--- src/rtl/tdm_pkg.sv ---
// Definitions shared by the TDM mux and demux: channel count, slot width
// and the framing state type.
package tdm_pkg;

    localparam int NUM_CH = 4;
    localparam int SLOT_W = 2;

    typedef enum logic {
        HUNT   = 1'b0,
        LOCKED = 1'b1
    } state_e;

endpackage

--- src/rtl/tdm_slot_counter.sv ---
// Slot position counter: holds the next expected slot. clear wins over
// load-to-1, which wins over advance; advancing from 3 wraps to 0.
module tdm_slot_counter
    import tdm_pkg::*;
(
    input  logic              clk,
    input  logic              rst,
    input  logic              advance_i,
    input  logic              load_one_i,
    input  logic              clear_i,
    output logic [SLOT_W-1:0] slot_o
);

    logic [SLOT_W-1:0] slot_q;
    logic [SLOT_W-1:0] slot_d;

    always_comb begin
        slot_d = slot_q;
        if (clear_i) begin
            slot_d = '0;
        end else if (load_one_i) begin
            slot_d = SLOT_W'(1);
        end else if (advance_i) begin
            slot_d = slot_q + SLOT_W'(1);
        end
    end

    always_ff @(posedge clk) begin
        if (rst) begin
            slot_q <= '0;
        end else begin
            slot_q <= slot_d;
        end
    end

    assign slot_o = slot_q;

endmodule

--- src/rtl/tdm_demux_4.sv ---
// Four-channel TDM demultiplexer: aligns to the slot-0 sync flag, stages
// slots 0..2 and publishes whole frames on the slot-3 sample.
module tdm_demux_4
    import tdm_pkg::*;
#(
    parameter int WIDTH = 8
) (
    input  logic             clk,
    input  logic             rst,
    input  logic             in_valid,
    input  logic [WIDTH-1:0] in_data,
    input  logic             in_sync,
    output logic [WIDTH-1:0] out0,
    output logic [WIDTH-1:0] out1,
    output logic [WIDTH-1:0] out2,
    output logic [WIDTH-1:0] out3,
    output logic             out_valid,
    output logic             locked,
    output logic             sync_err
);

    state_e            state_q;
    logic [SLOT_W-1:0] slot;
    logic [WIDTH-1:0]  stage_q [NUM_CH-1];
    logic [WIDTH-1:0]  out_q   [NUM_CH];
    logic              out_valid_q;
    logic              sync_err_q;
    logic              locked_q;
    logic              cnt_advance;
    logic              cnt_load_one;
    logic              cnt_clear;

    tdm_slot_counter u_slot_counter (
        .clk        (clk),
        .rst        (rst),
        .advance_i  (cnt_advance),
        .load_one_i (cnt_load_one),
        .clear_i    (cnt_clear),
        .slot_o     (slot)
    );

    // Any accepted sync restarts the frame at slot 1; a missing sync drops
    // back to slot 0; every other valid sample in LOCKED moves on one slot.
    always_comb begin
        cnt_advance  = 1'b0;
        cnt_load_one = 1'b0;
        cnt_clear    = 1'b0;
        if (in_valid) begin
            if (in_sync) begin
                cnt_load_one = 1'b1;
            end else if (state_q == LOCKED) begin
                if (slot == '0) begin
                    cnt_clear = 1'b1;
                end else begin
                    cnt_advance = 1'b1;
                end
            end
        end
    end

    always_ff @(posedge clk) begin
        if (rst) begin
            state_q     <= HUNT;
            out_valid_q <= 1'b0;
            sync_err_q  <= 1'b0;
            locked_q    <= 1'b0;
            for (int i = 0; i < NUM_CH - 1; i++) begin
                stage_q[i] <= '0;
            end
            for (int i = 0; i < NUM_CH; i++) begin
                out_q[i] <= '0;
            end
        end else begin
            out_valid_q <= 1'b0;
            sync_err_q  <= 1'b0;
            if (in_valid) begin
                case (state_q)
                    HUNT: begin
                        if (in_sync) begin
                            stage_q[0] <= in_data;
                            state_q    <= LOCKED;
                            locked_q   <= 1'b1;
                        end
                    end
                    LOCKED: begin
                        if (in_sync) begin
                            // Early sync abandons the partial frame but keeps lock.
                            stage_q[0] <= in_data;
                            if (slot != '0) begin
                                sync_err_q <= 1'b1;
                            end
                        end else if (slot == '0) begin
                            sync_err_q <= 1'b1;
                            state_q    <= HUNT;
                            locked_q   <= 1'b0;
                        end else if (slot == SLOT_W'(NUM_CH - 1)) begin
                            for (int i = 0; i < NUM_CH - 1; i++) begin
                                out_q[i] <= stage_q[i];
                            end
                            out_q[NUM_CH-1] <= in_data;
                            out_valid_q     <= 1'b1;
                        end else begin
                            stage_q[slot] <= in_data;
                        end
                    end
                    default: begin
                        state_q <= HUNT;
                    end
                endcase
            end
        end
    end

    assign out0      = out_q[0];
    assign out1      = out_q[1];
    assign out2      = out_q[2];
    assign out3      = out_q[3];
    assign out_valid = out_valid_q;
    assign locked    = locked_q;
    assign sync_err  = sync_err_q;

endmodule

--- config.mk ---
export PLATFORM = sky130hd
export DESIGN_NAME = tdm_demux_4
export DESIGN_NICKNAME = d
export VERILOG_FILES = /design/src/rtl/tdm_pkg.sv /design/src/rtl/tdm_slot_counter.sv /design/src/rtl/tdm_demux_4.sv
export SDC_FILE = /design/constraint.sdc
export NUM_CORES = 1
export LEC_CHECK = 0
export BUFFER_PORTS_ARGS = -buffer_cell sky130_fd_sc_hd__buf_4
export CORE_UTILIZATION = 40
export CTS_BUF_LIST = sky130_fd_sc_hd__clkbuf_2 sky130_fd_sc_hd__clkbuf_4 sky130_fd_sc_hd__clkbuf_8
export DETAILED_ROUTE_END_ITERATION = 10
export PLACE_DENSITY = 0.66
export SYNTH_ARGS = -nofsm -noshare
export SYNTH_HDL_FRONTEND = slang
export SYNTH_HIERARCHICAL = 1
export SYNTH_SLANG_ARGS = --single-unit
--- constraint.sdc ---
create_clock -name clk -period 7.5 [get_ports clk]
set_clock_uncertainty 0.15 [all_clocks]
set_input_delay 0.375 -clock clk [delete_from_list [all_inputs] [get_ports clk]]
set_output_delay 0.375 -clock clk [all_outputs]
set_load 0.005 [all_outputs]
Word level (Yosys, flattened, before mapping)
Memory sizes are Yosys's and may differ from the RTL's.
Index checks and enable logic that the tools add are counted.
{ "classes": {"n_mul": 0, "div": 0, "reduce_logical": 8, "eq_ne": 4, "magnitude_cmp": 0, "bitwise": 8, "shifts": 0, "muxes": 53, "n_addsub": 1} }
{ "ops": {"columns": ["op", "n"], "rows": [
  ["$mux W8", 7],
  ["$mux W1", 43],
  ["$reduce_or A8 Y1", 1],
  ["$or A1 B1 Y1", 6],
  ["$reduce_or A3 Y1", 2],
  ["$ne A2 B2 Y1 const B", 2],
  ["$pmux W1 S2", 2],
  ["$reduce_and A4 Y1", 1],
  ["$reduce_bool A2 Y1", 2],
  ["$add A2 B1 Y2 const B", 1],
  ["$eq A2 B2 Y1 const B", 1],
  ["$logic_not A2 Y1", 1],
  ["$mux W2", 1],
  ["$ne A2 B1 Y1 const B", 1],
  ["$not A1 Y1", 2],
  ["$reduce_or A2 Y1", 1]
]} }
{ "totals": {"wordCells": 82, "ram_bits": 56, "out_inout_bits": 35, "memories": 2, "in_bits": 12, "regBits": 6, "rom_bits": 0, "latchBits": 0} }
{ "mem_list": {"columns": ["name", "depth", "word_bits", "rd", "rd_clocked_by_memory_dff", "wr", "line", "source"], "rows": [
  ["out_q", 4, 8, 4, 0, 4, "tdm_demux_4.sv:25", "logic [WIDTH-1:0] out_q [NUM_CH];"],
  ["stage_q", 3, 8, 3, 0, 3, "tdm_demux_4.sv:24", "logic [WIDTH-1:0] stage_q [NUM_CH-1];"]
]} }

Longest topological paths before layout
Gate-level depths: netlist of the first run.
{ "logic_depth": {"depth_word": 10, "mapped_depth": 6, "ltp_nobuf": 5} }

By module
Netlist of the first run, hierarchy kept.
{ "by_module_without_submodules": {"columns": ["mod", "area_each_um2", "cells_per_inst", "seq_area_each_um2", "instances"], "rows": [
  ["tdm_demux_4", 2737.6, 177, 1761.7, 1],
  ["tdm_slot_counter", 92.6, 8, 40.0, 1]
]} }

Worst setup path after synthesis of the first run
No wires, ideal clock.
{ "synth_timing": {"kind": "register -> register", "start": "register u_slot_counter.slot_q[0] (netlist: u_slot_counter/slot_o[0])", "end": "memory stage_q[0][0] (enable)", "n_path_buf": 0, "slack_ns": 4.998, "setup_time_ns": 0.398, "stages_incl_launch_ff": 5, "synth_period_minus_slack_ns": 2.502, "t_required_ns": 6.952, "t_arrival_ns": 1.954, "path_cell_list": "dfxtp_1 inv_1 ha_1 inv_1 o41ai_1"} }
{ "synth_lines": {"columns": ["item", "line", "source"], "rows": [
  ["start, declared", "tdm_slot_counter.sv:14", "logic [SLOT_W-1:0] slot_q;"],
  ["start signal, assigned", "tdm_slot_counter.sv:32", "slot_q <= slot_d;"],
  ["end, declared", "tdm_demux_4.sv:24", null]
]} }

==> results.cfg, run 1 <==
[run_status]
run_status = completed

[finish]
nets = 244
syn2layout_area_growth_pct = 18.9
insertedDiodeCount = 0
most_used_cells_in_the_layout_excluding_fill_and_tap_cells = edfxtp_1 (56), buf_4 (48), nor3b_2 (21), nor3_1 (18), inv_1 (13)
final_cells = 328
final_layout_size_suffix_gt1_frac = 0.418
most_common_library_cell_in_the_layout_ignoring_fill_and_taps = edfxtp_1
postLayoutCellArea_um2 = 3360
fillers = 635

[yosys]
synth_fp_nets = 200
ys_seq_area_frac = 0.637
count_of_flip_flops_with_a_built_in_enable_after_synthesis = 56
dominantRegCellSynth = edfxtp_1
yosys_warnings = 6
synth.avg_cell_area_um2 = 15.3
synth_async_sr_flop_share = 0
ys_ff_latch = 62
postSynthCellCount = 185
ys_types = 34
mappedNetlistArea_um2 = 2830

[worst_setup_path]
critical_path_fanouts_max = 34
cp_cell_sequence = ha_1 > nand4b_4 > nand2b_1 > buf_4
timing.critical_path.max_delay_family = simple AND/OR/NAND/NOR gates
worstSetupEndpointType = flop
reg2reg_depth = 4
cp_data_arrival_time_ps = 2840
path_class = reg -> reg
cpMaxStageDelayCell = nand2b_1
startpoint_type = flop
critical-path-max-stage-delay_ps = 850
required_time_at_the_worst_slack_endpoint_ps = 7360
critical_path_buf_inv_count = 1
number_of_cells_on_the_critical_path = 4

[grt]
grt_start_max_net_pins = 52
global_route_wire_length_before_repair_um = 8000
grt_overflow_total = 0
via_count_of_the_first_global_routing_pass = 1587
gr-usage-all-layers = 0.145
grt_antenna_before_repair = 0

[placement]
placed_cell_area_um2 = 3190
io_buffers = 46
routabilityCongestion = 0.826
placement.setup.worst_slack_ps = 4510
dp_cells = 314
dp_hpwl_um = 3200

[cts]
cts_max_path_buffers = 2
clkSinkCount = 62
tritoncts.num_buffers = 9
htree_num_levels = 3
clk_tree_root_cell = clkbuf_8
cts-resized-gates = 0
tritoncts = built
path_clk_slew_ps = 70
postCtsHoldBufs = 0
clk-insertion-delay-late_ps = 330
post_cts_setup_driven_buffer_insertion_count = 0

[power_and_ir_drop]
worst_voltage_drop_across_the_vdd_grid_mv = 0.0892
p_per_area_nw_per_um2 = 211
p_leak_uw = 0.00119

[sta]
final-max-slew-violation-count = 0
slew_headroom = 0.458
fin_ws_ps = 4530
rsz_0062_raised_after_global_routing = no
report.final.setup_viol = 0
setup-tns-final_ps = 0
timing.fmax_ghz = 0.336
post-route-period-util = 0.397
hold_viol = 0
layout_min_cycle_time_ps = 2970
worstMarginPinSlew_ps = 813
hold_slack_ps = 244

[route]
average_wire_per_cell_in_the_routed_design_um = 14.7
top_metal_used = met4
met2WireLength_um = 2310
wl_met3_um = 240
routed_wirelength_um = 4820
total_number_of_vias = 1607
met1_length_um = 2180
via_per_inst = 4.90
drc_errors = 0
detail-route-antenna-nets = 0
first_pass_iters = 4
drt_first_iter_violations = 120

[hold_path]
worstHoldPathType = in -> reg
whs_path_depth = 3

[die]
placeableCoreArea_um2 = 6830
floorplan.die.height_um = 86.1
die_area_um2 = 7420
overall_die_width_um = 86.1
floorplan.rows = 30
pin_count = 47
initial_utilization = 0.414

[job]
max_cap_violations = 0
power breakdown:
group / internal, uW / leakage (uW) / switching [uW]
Sequential: 389 / 0.000630 / 5.24
Clock: 155 / 0.0000912 / 112
Combinational: 20.9 / 0.000470 / 27.5
Total: 565 / 0.00119 / 144
cells by family (layout without fill, tap and decap cells):
group | Yosys count | after routing | synth area share
simple gates | 71 | 71 | 0.226
flops | 62 | 62 | 0.637
buf+inv | 28 | 75 | 0.0606
compound gates | 20 | 20 | 0.0601
fa+ha+maj | 3 | 3 | 0.0133
xor+xnor | 1 | 1 | 0.00310
cells in the mapped netlist, types with 2 or more instances:
cell,number,share of area
nand3b_1,11,0.029
nor3_2,8,0.028
nor3_1,18,0.032
nor3b_1,3,0.0080
buf_2,4,0.0071
edfxtp_1,56,0.59
ha_1,3,0.013
buf_6,5,0.020
nor2_1,2,0.0027
a211oi_1,8,0.021
o21a_1,2,0.0053
dfxtp_1,6,0.042
a21oi_1,3,0.0053
o21bai_2,2,0.0080
buf_1,2,0.0027
inv_1,13,0.017
nor3b_2,21,0.093
buf_4,2,0.0053
worst min-delay path: cells and delay by family:
kind	cells	cell delay, ps
buffers and inverters	1	140
and+or+nand+nor	1	100
AOI/OAI and AO/OA	1	50
layer usage:
metal / global-route usage / vias up
met1: 0.189 / 770
met2: 0.224 / 45
met3: 0.0366 / 10
met5: 0 / -
li1: - / 782
met4: 0.0773 / 0
area by class of cell:
cell class | count | area, um2 | area share
clock buffer | 11 | 139 | 0.0413
clock inverter | 3 | 37.5 | 0.0112
inverter | 13 | 48.8 | 0.0145
multi-input combinational | 95 | 857 | 0.255
sequential | 62 | 1800 | 0.536
tap | 96 | 120 | 0.0357
timing repair buffer | 48 | 360 | 0.107
registers in the layout, summed over array words and instances, names as in the netlist:
signal and count:
out_q 32, stage_q 24, sync_err 1, out_valid 1
u_slot_counter/slot_o 2, state_q 1, locked 1
final timing paths:
| kind | startpoint | end | slack (ps) |
|---|---|---|---|
| worst max-delay path | u_slot_counter/slot_o[0] | out_q[3][3] | 4530 |
| worst min register to register | locked | locked | 320 |
| worst min-delay path | in_sync | locked | 240 |
| worst max register to register | u_slot_counter/slot_o[0] | out_q[3][3] | 4530 |
through the flow:
step | util | total power, uW
4_1_cts | 0.492 | 717
2_1_floorplan | - | 430
3_5_place_dp | 0.467 | 450
5_1_grt | 0.492 | 737
6_report | 0.492 | 709
3_3_place_gp | 0.467 | 449
Note: power is estimated with default switching activity, not from simulation.
==> run 2: changes to the inputs <==
- ABC_AREA: not set -> 1
- PLACE_DENSITY: 0.66 -> 0.69
- clock period: 7.5 -> 2.55 ns (I/O delays scaled with it)
==> run 2 against run 1 <==
Via count fell by 3.9%. Sequential cell count did not move. Worst setup slack got worse by 4100 ps. Synthesized cell count rose by 12%. Critical path type unchanged.
==> results.cfg, run 2 <==
[worst_setup_path]
required_time_at_the_worst_slack_endpoint_ps = 2400
critPathMostFrequentCell = inv_1
cpMaxStageDelayCell = dfxtp_1
cp_data_arrival_time_ps = 2010
worstSetupEndpointType = flop
critical_path_fanouts_max = 9
path_class = reg -> reg
flop_to_flop_setup_slack_ps = 390
startpoint_type = flop
critical-path-max-stage-delay_ps = 460
cp_cell_sequence = inv_1 > ha_1 > inv_1 > nor2_2 > nand4_2 > nand2_1

[yosys]
synth_fp_nets = 223
synth.avg_cell_area_um2 = 12.3
most_common_cell_in_the_synthesized_netlist = edfxtp_1
ys_seq_area_frac = 0.704
postSynthCellCount = 208
count_of_flip_flops_with_a_built_in_enable_after_synthesis = 56
ys_types = 19
synth.top_cells.by_count = edfxtp_1 (56), inv_1 (46), nor2_1 (28), nor2_2 (28), nand2_1 (18)
yosys_warnings = 6
dominantRegCellSynth = edfxtp_1
synth_async_sr_flop_share = 0
synth.top_cells.by_area = edfxtp_1 (66%), nor2_2 (6.8%), inv_1 (6.7%)
mappedNetlistArea_um2 = 2560
yosys.area.top_type = edfxtp_1
synth_top_area_frac = 0.657
ys_ff_latch = 62

[hold_path]
worstHoldPathType = in -> reg

[placement]
dp_hpwl_um = 3000
io_buffers = 46
routabilityCongestion = 0.795

[cts]
clkSinkCount = 62
path_clk_slew_ps = 70
tritoncts.num_buffers = 9
clk-insertion-delay-late_ps = 340
htree_num_levels = 3
clk_tree_root_cell = clkbuf_8
tritoncts = built
cts_max_path_buffers = 2
post_cts_setup_driven_buffer_insertion_count = 0
cts-resized-gates = 0

[die]
floorplan.die.height_um = 82
die_area_um2 = 6720
placeableCoreArea_um2 = 6060
floorplan.rows = 28
pin_count = 47
overall_die_width_um = 82
initial_utilization = 0.422

[finish]
most_used_cells_in_the_layout_excluding_fill_and_tap_cells = edfxtp_1 (56), buf_4 (47), inv_1 (46), nor2_2 (28), nor2_1 (28)
syn2layout_area_growth_pct = 24.7
registers.top_by_ff_count = out_q
nets = 281
largest_register_ffs = 32
insertedDiodeCount = 0
most_common_library_cell_in_the_layout_ignoring_fill_and_taps = edfxtp_1
final_layout_size_suffix_gt1_frac = 0.373
utilization_after_layout = 0.527

[sta]
timing.fmax_ghz = 0.463
final-max-slew-violation-count = 0
worstMarginPinSlew_ps = 591
post-route-period-util = 0.848
report.final.setup_viol = 0
layout_min_cycle_time_ps = 2160
setup-tns-final_ps = 0
rsz_0062_raised_after_global_routing = no
hold_viol = 0
slew_headroom = 0.606

[grt]
grt_util_met2 = 0.222
grt_util_met3 = 0.0700
gr-usage-all-layers = 0.147
via_count_of_the_first_global_routing_pass = 1491
global_route_wire_length_before_repair_um = 6910
grt_antenna_before_repair = 0
grt_overflow_total = 0
grt_start_max_net_pins = 34
busiest_layer = met2
use_met1 = 0.178

[route]
detail-route-antenna-nets = 0
average_wire_per_cell_in_the_routed_design_um = 12.5
via_per_inst = 4.47
drt_first_iter_violations = 104
drc_errors = 0
total_number_of_vias = 1545
routed_wirelength_um = 4310
first_pass_iters = 4

[power_and_ir_drop]
power_switching_uw = 457
worst_voltage_drop_across_the_vdd_grid_mv = 0.345
intPower_uw = 1640
p_leak_uw = 0.00137
power.share.clock = 0.389
p_per_area_nw_per_um2 = 656
power_switching_share = 0.218
share_seq_of_total_power = 0.553
comb_power_share = 0.058

[run_status]
run_status = completed

[job]
max_cap_violations = 0
-- run 2: repair_timing --
item,in CTS,in global routing
hold buffers,3,0
endpoints found under the hold margin,4,0
setup endpoints to repair,0,0
-- run 2: critical path, delay by kind of cell, from the launching register on --
family,cells,cell delay [ps]
fa+ha+maj,1,290
buf+inv,2,150
simple gates,3,790
flops,1,460
-- run 2: logic make-up after synthesis --
group	Yosys count	synth area share
and+or+nand+nor	88	0.187
DFF	62	0.704
buffers and inverters	50	0.0821
AOI/OAI and AO/OA	5	0.0122
adders and majority gates	3	0.0147
-- run 2: final timing paths --
path / depth (start not counted) / start / end
worst max-delay path: 6 / u_slot_counter/slot_o[0] / stage_q[1][3]
worst min-delay path: 3 / in_data[5] / out_q[3][5]
worst max register to register: 6 / u_slot_counter/slot_o[0] / stage_q[1][3]
worst min register to register: 2 / stage_q[2][1] / out_q[2][1]
-- run 2: cell type report --
type | count | area, um2
clock inverter | 7 | 65.1
clock buffer | 9 | 124
tap | 75 | 93.8
timing repair buffer | 50 | 383
sequential | 62 | 1800
inverter | 47 | 176
multi-input combinational | 96 | 548
fill | 543 | 2870
-- run 2: layer usage --
layer  wire, um  up-vias
li1           -      771
met1       1860      710
met2       2070       54
met3        289       10
met4         93        0
met5          0        -
-- run 2: power groups by stage --
| stage | combinational, uW | sequential (uW) | clock [uW] |
|---|---|---|---|
| 4_1_cts | 124 | 1160 | 834 |
| 5_1_grt | 137 | 1160 | 881 |
| 6_report | 122 | 1160 | 815 |
| 3_5_place_dp | 119 | 1180 | 0 |
| 3_3_place_gp | 117 | 1180 | 0 |
| 2_1_floorplan | 54.0 | 1180 | 0 |
-- run 2: per-stage QoR --
stage / total power, uW / hold slack, ps / worst slack [ps] / cell area [um2] / cells
2_1_floorplan: 1230 / 46.6 / 604 / 2560 / 208
3_3_place_gp: 1300 / 199 / 542 / 2970 / 327
3_5_place_dp: 1300 / 198 / 423 / 2970 / 327
4_1_cts: 2110 / 14.1 / 406 / 3190 / 346
5_1_grt: 2180 / 24.8 / 263 / 3190 / 346
6_report: 2090 / 29.0 / 388 / 3190 / 346
==> run 3: changes to the inputs <==
- PLACE_DENSITY: 0.69 -> 0.67
- clock period: 2.55 -> 2.1 ns (I/O delays scaled with it)
==> run 3 against run 2 <==
Sequential cell count unchanged. Sequential power up 21%. Final cell count up 3.2%. Critical path depth unchanged.
==> results.cfg, run 3 (synthesis gave the netlist of run 2 again) <==
[die]
floorplan.rows = 28
initial_utilization = 0.422
overall_die_width_um = 82
placeableCoreArea_um2 = 6060
floorplan.die.height_um = 82
die_area_um2 = 6720
pin_count = 47

[job]
max_cap_violations = 0

[power_and_ir_drop]
design_power_total_uw = 2600
comb_power_share = 0.063
p_per_area_nw_per_um2 = 781
intPower_uw = 2010
share_seq_of_total_power = 0.539
worst_voltage_drop_across_the_vdd_grid_mv = 0.411
power_switching_share = 0.227
power.share.clock = 0.398
power_switching_uw = 589
p_leak_uw = 0.00142

[sta]
rsz_0062_raised_after_global_routing = no
slew_headroom = 0.776
post-route-period-util = 0.914
final-max-slew-violation-count = 0
layout_min_cycle_time_ps = 1920
worstMarginPinSlew_ps = 334
timing.fmax_ghz = 0.521
setup-tns-final_ps = 0
hold_viol = 0
report.final.setup_viol = 0

[route]
total_number_of_vias = 1545
average_wire_per_cell_in_the_routed_design_um = 11.4
routed_wirelength_um = 4060
via_per_inst = 4.33
detail-route-antenna-nets = 0
first_pass_iters = 4
drc_errors = 0
drt_first_iter_violations = 78

[placement]
io_buffers = 46
dp_hpwl_um = 2850
routabilityCongestion = 0.737
placed_cell_area_um2 = 3040

[worst_setup_path]
path_class = reg -> reg
startpoint_type = flop
cp_data_arrival_time_ps = 1770
required_time_at_the_worst_slack_endpoint_ps = 1950
critical_path_fanouts_max = 8
worstSetupEndpointType = flop

[grt]
via_count_of_the_first_global_routing_pass = 1471
grt_start_max_net_pins = 33
global_route_wire_length_before_repair_um = 6620
grt_antenna_before_repair = 0
gr-usage-all-layers = 0.141
grt_overflow_total = 0

[finish]
most_used_cells_in_the_layout_excluding_fill_and_tap_cells = edfxtp_1 (56), buf_4 (50), inv_1 (46), nor2_2 (28), nor2_1 (28)
most_common_library_cell_in_the_layout_ignoring_fill_and_taps = edfxtp_1
largest_register_ffs = 32
syn2layout_area_growth_pct = 30.0
multiInputGateArea_um2 = 553
final_layout_size_suffix_gt1_frac = 0.387
final-seq-area_um2 = 1800
nets = 292
postLayoutCellArea_um2 = 3330
registers.top_by_ff_count = out_q
insertedDiodeCount = 0
fillers = 528

[cts]
clk_tree_root_cell = clkbuf_8
clkSinkCount = 62
post_cts_setup_driven_buffer_insertion_count = 0
tritoncts = built
clk-insertion-delay-late_ps = 330
path_clk_slew_ps = 70
tritoncts.num_buffers = 9
htree_num_levels = 3
cts_max_path_buffers = 2

[run_status]
run_status = completed

[hold_path]
worstHoldPathType = in -> reg
[run 3: timing repair]
action	in CTS	in global routing
hold buffers	8	1
endpoints found under the hold margin	22	1
setup endpoints to repair	0	16
gates resized for setup	0	2
[run 3: worst max-delay path, stage by stage, from the launching register on]
cell and delay, ps:
dfxtp_1 430, inv_1 110, ha_1 280, inv_1 40, nor2_2 160, nand4_2 130
nand2_1 280
[run 3: power by group through the flow]
stage | logic, uW | clock network, uW | registers [uW]
finish | 165 | 1030 | 1400
global route | 182 | 1110 | 1410
CTS | 165 | 1060 | 1400
detailed placement | 152 | 0 | 1430
global placement | 149 | 0 | 1430
floorplan | 65.5 | 0 | 1430
[run 3: final timing paths]
kind,startpoint,endpoint,slack [ps],cells after the start
max,u_slot_counter/slot_o[1],stage_q[2][7],180,6
max reg2reg,u_slot_counter/slot_o[1],stage_q[2][7],180,6
min reg2reg,stage_q[2][1],out_q[2][1],400,2
min,in_data[1],out_q[3][1],20,3
[run 3: per-stage QoR]
stage / std cells / hold WS [ps] / util / setup WS, ps
finish: 357 / 18.1 / 0.549 / 181
floorplan: 208 / 24.1 / - / 154
global route: 357 / 7.85 / 0.549 / 8.90
global placement: 332 / 174 / 0.501 / 225
CTS: 356 / 1.25 / 0.547 / 95.3
detailed placement: 332 / 177 / 0.501 / 101
[run 3: cell type report]
cell class / instances / area share
multi-input combinational: 96 / 0.166
timing repair buffer: 61 / 0.152
clock inverter: 7 / 0.0222
inverter: 47 / 0.0530
clock buffer: 9 / 0.0372
sequential: 62 / 0.541
tap: 75 / 0.0282
[run 3: routing by layer]
layer / global-route usage / up-vias / share of wire
li1: - / 795 / -
met1: 0.161 / 694 / 0.46
met2: 0.221 / 47 / 0.45
met3: 0.0544 / 9 / 0.059
met4: 0.0842 / 0 / 0.031
met5: 0 / - / 0
